## config.mk

```make
export PLATFORM = sky130hd
export DESIGN_NAME = vga_timing_gen_flat
export DESIGN_NICKNAME = d
export VERILOG_FILES = /design/src/rtl/vga_init_if.sv /design/src/rtl/vga_timing_gen.sv /design/src/flat_wrapper.sv
export SDC_FILE = /design/constraint.sdc
export NUM_CORES = 1
export LEC_CHECK = 0
export CORE_AREA = 2 2 57 59
export DETAILED_ROUTE_END_ITERATION = 10
export DIE_AREA = 0 0 59 61
export DONT_BUFFER_PORTS = 1
export MAX_ROUTING_LAYER = met4
export PLACE_DENSITY = 0.81
export SYNTH_ARGS = -nofsm -noshare
export SYNTH_HDL_FRONTEND = slang
export SYNTH_SLANG_ARGS = --single-unit
export TNS_END_PERCENT = 50
```

## constraint.sdc

```tcl
create_clock -name clk -period 2.7 [get_ports clk]
set_input_delay 0.54 -clock clk [delete_from_list [all_inputs] [get_ports clk]]
set_output_delay 0.54 -clock clk [all_outputs]
set_load 0.1 [all_outputs]
```

## src/rtl/vga_init_if.sv

```systemverilog
// Video timing bus between the timing generator and downstream drawing stages.
// The master drives every field, and each slave only reads them.
interface vga_init_if;
  logic [10:0] hcount;
  logic [10:0] vcount;
  logic        hsync;
  logic        vsync;
  logic        hblnk;
  logic        vblnk;

  modport master (output hcount, vcount, hsync, vsync, hblnk, vblnk);
  modport slave  (input  hcount, vcount, hsync, vsync, hblnk, vblnk);
endinterface

```

## src/rtl/vga_timing_gen.sv

```systemverilog
// Raster timing generator: position counters plus sync/blank flags and line/frame strobes.
// Define VGA_FRAME_CNT_EN to add the 16-bit frame_cnt output.
module vga_timing_gen #(
  parameter int unsigned H_ACTIVE = 1024,
  parameter int unsigned H_FP     = 24,
  parameter int unsigned H_SYNC   = 136,
  parameter int unsigned H_BP     = 160,
  parameter int unsigned V_ACTIVE = 768,
  parameter int unsigned V_FP     = 3,
  parameter int unsigned V_SYNC   = 6,
  parameter int unsigned V_BP     = 29
) (
  input  logic       clk,
  input  logic       rst,
  vga_init_if.master vga_out,
  output logic       frame_start,
`ifdef VGA_FRAME_CNT_EN
  output logic       line_start,
  output logic [15:0] frame_cnt
`else
  output logic       line_start
`endif
);

  localparam int unsigned H_TOTAL = H_ACTIVE + H_FP + H_SYNC + H_BP;
  localparam int unsigned V_TOTAL = V_ACTIVE + V_FP + V_SYNC + V_BP;

  localparam logic [10:0] H_LAST   = 11'(H_TOTAL - 1);
  localparam logic [10:0] V_LAST   = 11'(V_TOTAL - 1);
  localparam logic [10:0] H_BLK    = 11'(H_ACTIVE);
  localparam logic [10:0] H_SYN_LO = 11'(H_ACTIVE + H_FP);
  localparam logic [10:0] H_SYN_HI = 11'(H_ACTIVE + H_FP + H_SYNC);
  localparam logic [10:0] V_BLK    = 11'(V_ACTIVE);
  localparam logic [10:0] V_SYN_LO = 11'(V_ACTIVE + V_FP);
  localparam logic [10:0] V_SYN_HI = 11'(V_ACTIVE + V_FP + V_SYNC);

  logic        running;
  logic [10:0] hcount, vcount;
  logic [10:0] h_nxt, v_nxt;
  logic        hsync, vsync, hblnk, vblnk;
  logic        hsync_nxt, vsync_nxt, hblnk_nxt, vblnk_nxt;
  logic        frame_nxt, line_nxt;

  // The first cycle out of reset holds (0,0) so that it shows up with both strobes set.
  always_comb begin
    h_nxt = hcount;
    v_nxt = vcount;
    if (running) begin
      if (hcount == H_LAST) begin
        h_nxt = '0;
        v_nxt = (vcount == V_LAST) ? '0 : vcount + 11'd1;
      end else begin
        h_nxt = hcount + 11'd1;
      end
    end
  end

  always_comb begin
    hblnk_nxt = (h_nxt >= H_BLK);
    hsync_nxt = (h_nxt >= H_SYN_LO) && (h_nxt < H_SYN_HI);
    vblnk_nxt = (v_nxt >= V_BLK);
    vsync_nxt = (v_nxt >= V_SYN_LO) && (v_nxt < V_SYN_HI);
    line_nxt  = (h_nxt == '0);
    frame_nxt = (h_nxt == '0) && (v_nxt == '0);
  end

  always_ff @(posedge clk) begin
    if (rst) begin
      running     <= 1'b0;
      hcount      <= '0;
      vcount      <= '0;
      hsync       <= 1'b0;
      vsync       <= 1'b0;
      hblnk       <= 1'b0;
      vblnk       <= 1'b0;
      frame_start <= 1'b0;
      line_start  <= 1'b0;
    end else begin
      running     <= 1'b1;
      hcount      <= h_nxt;
      vcount      <= v_nxt;
      hsync       <= hsync_nxt;
      vsync       <= vsync_nxt;
      hblnk       <= hblnk_nxt;
      vblnk       <= vblnk_nxt;
      frame_start <= frame_nxt;
      line_start  <= line_nxt;
    end
  end

`ifdef VGA_FRAME_CNT_EN
  // Counts completed frames, so the frame_start that comes straight out of reset is not counted.
  always_ff @(posedge clk) begin
    if (rst) begin
      frame_cnt <= '0;
    end else if (frame_nxt && running) begin
      frame_cnt <= frame_cnt + 16'd1;
    end
  end
`endif

  assign vga_out.hcount = hcount;
  assign vga_out.vcount = vcount;
  assign vga_out.hsync  = hsync;
  assign vga_out.vsync  = vsync;
  assign vga_out.hblnk  = hblnk;
  assign vga_out.vblnk  = vblnk;

endmodule

```

## src/flat_wrapper.sv

```systemverilog
// flat-port wrapper written by rule: the top's interface ports become plain ports
module vga_timing_gen_flat 
#(
  parameter int unsigned H_ACTIVE = 1024,
  parameter int unsigned H_FP     = 24,
  parameter int unsigned H_SYNC   = 136,
  parameter int unsigned H_BP     = 160,
  parameter int unsigned V_ACTIVE = 768,
  parameter int unsigned V_FP     = 3,
  parameter int unsigned V_SYNC   = 6,
  parameter int unsigned V_BP     = 29
)
  (clk, rst, frame_start, line_start, vga_out_hcount, vga_out_vcount, vga_out_hsync, vga_out_vsync, vga_out_hblnk, vga_out_vblnk);
  vga_init_if vga_out_i ();
  input  logic clk;
  input  logic rst;
  output logic frame_start;
  output logic line_start;
  output wire logic [$bits(vga_out_i.hcount)-1:0] vga_out_hcount;
  output wire logic [$bits(vga_out_i.vcount)-1:0] vga_out_vcount;
  output wire logic [$bits(vga_out_i.hsync)-1:0] vga_out_hsync;
  output wire logic [$bits(vga_out_i.vsync)-1:0] vga_out_vsync;
  output wire logic [$bits(vga_out_i.hblnk)-1:0] vga_out_hblnk;
  output wire logic [$bits(vga_out_i.vblnk)-1:0] vga_out_vblnk;
  assign vga_out_hcount = vga_out_i.hcount;
  assign vga_out_vcount = vga_out_i.vcount;
  assign vga_out_hsync = vga_out_i.hsync;
  assign vga_out_vsync = vga_out_i.vsync;
  assign vga_out_hblnk = vga_out_i.hblnk;
  assign vga_out_vblnk = vga_out_i.vblnk;
  vga_timing_gen #(.H_ACTIVE(H_ACTIVE), .H_FP(H_FP), .H_SYNC(H_SYNC), .H_BP(H_BP), .V_ACTIVE(V_ACTIVE), .V_FP(V_FP), .V_SYNC(V_SYNC), .V_BP(V_BP)) u_core (.clk(clk), .rst(rst), .vga_out(vga_out_i), .frame_start(frame_start), .line_start(line_start));
endmodule
```

==> impl_summary.md <==
Synthesis
The portion of synthesized cell area occupied by the leading cell type is a little over a third. Counting flops with a built-in enable in the synthesized netlist gives 0. Yosys attributes the largest share of cell area to sky130_fd_sc_hd__dfxtp_1 35%, sky130_fd_sc_hd__nor2_1 6.6%, sky130_fd_sc_hd__xor2_1 3.8%. The gate count after technology mapping is ~190. In the synthesized netlist, the cells that appear most often are 28 x sky130_fd_sc_hd__dfxtp_1, 28 x sky130_fd_sc_hd__nor2_1, 10 x sky130_fd_sc_hd__nand2_1. The share of the Yosys chip area taken by registers is between 30% and 40%. Synthesis produced a netlist with a net count of 197. In this run, synthesis produced a sequential element count of 28. The synthesized netlist occupies a cell area of approximately 1600 sq um. The most used flip-flop cell after synthesis is sky130_fd_sc_hd__dfxtp_1. The biggest area contributor in the post-synthesis netlist is sky130_fd_sc_hd__dfxtp_1. The number of unique standard cell types used by synthesis is 49. The proportion of synthesized flip-flops having asynchronous set or reset is 0%. Yosys printed 0 warnings. In this run the mean area of a mapped cell was about 8.3 sq um.

Die
The area of the placeable core is slightly below 3000 sq um. The horizontal die dimension is 59 microns. The cell row count is 20. The die covers between 3000 and 4000 sq um. For this design the top-level I/O count stands at 30.

For this configuration, the core starts out at a cell density of 54.24%. The die is 61 microns tall.

STA
The total count of max-transition violations in the final report came to 0. The total setup violations reported at the end of the flow is 0. The post-route fraction of the period consumed by the critical path is about nine tenths. The highest clock frequency the design can meet is slightly above 400 MHz. The final critical path time including I/O delays and setup is about 2.5 ns.

The post-route clock skew is 0.005717 ns. The hold violation total from the final report is 0. At the pin with the least slew margin, the transition time is ~0.95 ns. Setup repair after global routing left no endpoint under its margin.

The final hold slack is between 0.2 and 0.25 ns. In this run the tightest slew margin relative to its limit is 36.75%.

Pwr
IR analysis of the VDD net gives a maximum drop of between 0.15 and 0.2 mV. The leakage power figure is about 0.78 nW. The power density over cell area is between 300 and 400 nW/um^2.

Route
In the final routed layout, each cell accounts on average for approximately 16 microns. Using the TritonRoute via totals, the vias-per-cell ratio works out to a little over 6. The number of nets still failing antenna checks after routing is 0. The detailed-route via count is 1544.

The post-route DRC violation count is 0. Wires add up to about 4000 microns. The total iterations of the first detailed-routing run is 4. The starting DRC count in detailed routing is 90.

Final layout
Once layout is done, the placed cells without fillers occupy approximately 1900 sq um. From synthesis to final layout, the design area changed by 18.12%. The net count of the finished layout is 221. Of the cells placed in the final design, the portion with a size suffix greater than 1 is between 20% and 30%. Leaving out filler cells and counting taps, the final layout contains roughly 250.

The antenna diode count is 0. The filler cells instantiated in the layout total approximately 260.

Worst setup path
In this run the worst path has a maximum fanout of 8. The startpoint type of the worst setup path is a flip-flop. The critical path goes through or4_1, nor3_2, o22ai_1, a31oi_1, o2111ai_1, nor4b_1. The largest single stage delay on the critical path is 0.56 ns.

The slowest stage of the critical path is the sky130_fd_sc_hd__or4_1 cell. The kind of end point of the critical path is a flip-flop. At the worst endpoint, the required time is 2.95 ns. For the worst setup path, the data arrival time is around 2.7 ns. The type of the worst setup path is reg -> reg.

Clocking
The depth of the CTS H-tree is 1. The cell at the root of the clock tree is sky130_fd_sc_hd__clkbuf_4. The worst-skew pair later-pin latency is between 0.3 and 0.4 ns.

In this run, CTS created clock tree buffers numbering 3. The number of buffers on the longest clock path is 2. The clock tree from TritonCTS is built. Clock-pin slew was measured on the worst setup and hold paths at roughly 0.16 ns.

Counting every sink on the clock net gives 28.

Global route
For this run, global-route usage on met3 was measured as just over 4%. Entering global routing, the biggest net connects 27 pins. The met1 usage in global routing is 30.64%. The most congested layer reported by global routing is met2.

The initial antenna violation count came to 0. After global routing the overflow that remains totals 0. For met2 alone, demand over resource in global routing was roughly 39%. The global-route wire length before repair is approximately 6600 microns. Global routing used a little under a quarter of the available tracks across all layers. The via count of the first global-routing pass is 1472.

Place
The HPWL reported at the end of detailed placement is approximately 3000 microns. The number of instances in the placed design is 242. The final weighted congestion in routability-driven placement is roughly 0.96. Input and output buffers added on the ports amount to 0. The placed instance area is around 1800 sq um.

Run
Across the run, the number of max-cap violations was 0.

Status
The flow ran to the end, and the final reports show no timing, DRC or antenna violations.

Worst hold path
The path class of the tightest hold or removal check is in -> reg.
==> final cells by class <==
cell class                 count  area [sq um]  share of cell area [%]
clock buffer                   4         47.55                   2.513
inverter                       8         30.03                   1.587
multi-input combinational    147         969.7                   51.26
sequential                    28         580.6                   30.69
tap                           33         41.29                   2.183
timing repair buffer          28         222.7                   11.77
==> timing repair <==
item | CTS | global route
hold buffers | 0 | 0
buffers inserted | 0 | 2
resized for setup | 0 | 0
setup endpoints to repair | 0 | 1
==> worst paths after layout <==
kind,start,to,slack (ns),depth (start not counted)
max reg2reg,u_core.vga_out.vcount[3],u_core.frame_start,0.24,6
max,u_core.vga_out.vcount[3],u_core.frame_start,0.24,6
min reg2reg,u_core.vga_out.vcount[0],u_core.vga_out.vcount[0],0.56,2
min,rst,u_core.vga_out.hcount[8],0.24,1
==> sequential cells by signal, summed over array words and instances (netlist names) <==
| register | count |
|---|---|
| u_core.frame_start | 1 |
| u_core.line_start | 1 |
| u_core.running | 1 |
| u_core.vga_out.hblnk | 1 |
| u_core.vga_out.hcount | 10 |
| u_core.vga_out.hsync | 1 |
| u_core.vga_out.vblnk | 1 |
| u_core.vga_out.vcount | 11 |
| u_core.vga_out.vsync | 1 |
==> layout by cell type, fill, tap and decap left out, types with 2 or more instances in the layout <==
cell,count
sky130_fd_sc_hd__buf_4,27
sky130_fd_sc_hd__and2_1,3
sky130_fd_sc_hd__xnor2_1,6
sky130_fd_sc_hd__o22ai_1,2
sky130_fd_sc_hd__inv_1,8
sky130_fd_sc_hd__dfxtp_4,2
sky130_fd_sc_hd__nor4_4,2
sky130_fd_sc_hd__nor2_1,28
sky130_fd_sc_hd__xor2_1,7
sky130_fd_sc_hd__ha_1,3
sky130_fd_sc_hd__and4_1,4
sky130_fd_sc_hd__dfxtp_1,16
sky130_fd_sc_hd__nand2_1,10
sky130_fd_sc_hd__nand4_1,8
sky130_fd_sc_hd__nand4b_1,2
sky130_fd_sc_hd__o2111ai_1,2
sky130_fd_sc_hd__a21oi_1,9
sky130_fd_sc_hd__a31oi_1,3
sky130_fd_sc_hd__dfxtp_2,10
sky130_fd_sc_hd__mux2i_1,3
sky130_fd_sc_hd__nand3_1,4
sky130_fd_sc_hd__nor3_1,9
sky130_fd_sc_hd__or2_2,2
sky130_fd_sc_hd__and3_1,7
sky130_fd_sc_hd__or4_1,2
sky130_fd_sc_hd__clkbuf_4,3
sky130_fd_sc_hd__nor4b_1,2
sky130_fd_sc_hd__o311a_1,2
sky130_fd_sc_hd__o21ai_0,5
sky130_fd_sc_hd__nand2b_1,2
==> logic make-up (layout without fill, tap and decap cells) <==
logic type      count (synthesis)  after routing  synth area share, %
compound gates                 34             34                14.22
buf+inv                        17             40                4.453
fa+ha+maj                       3              3                2.344
mux                             3              3                1.875
flops                          28             28                35.00
simple gates                   94             94                35.00
xor+xnor                       13             13                7.109
==> power by group <==
part           internal, mW  switching, mW  total, mW
Sequential            0.420         0.0223      0.442
Clock                 0.113          0.128      0.242
Combinational        0.0175         0.0502     0.0677
==> worst max-delay path: cells and delay by family, from the launching register on <==
family | cells | cell delay [ns]
and+or+nand+nor | 3 | 1.32
DFF | 1 | 0.40
AOI/OAI and AO/OA | 3 | 0.65
==> through the flow <==
| stage | utilization, % | setup TNS (ns) | power [mW] | setup slack, ns |
|---|---|---|---|---|
| 2_1_floorplan | - | -0.01144 | 0.5092 | -0.01144 |
| 3_3_place_gp | 61.53 | 0 | 0.5167 | 0.3397 |
| 3_5_place_dp | 61.53 | 0 | 0.5192 | 0.2344 |
| 4_1_cts | 63.14 | 0 | 0.7557 | 0.1953 |
| 5_1_grt | 64.07 | 0 | 0.7780 | 0.04384 |
| 6_report | 64.07 | 0 | 0.7516 | 0.2403 |
==> routing by layer <==
| layer | up-vias | wire length (microns) |
|---|---|---|
| met5 | - | 0 |
| met4 | 0 | 35 |
| met3 | 7 | 204 |
| met2 | 58 | 1939 |
| met1 | 730 | 1773 |
| li1 | 749 | - |
Note: power is estimated with default switching activity, not from simulation.
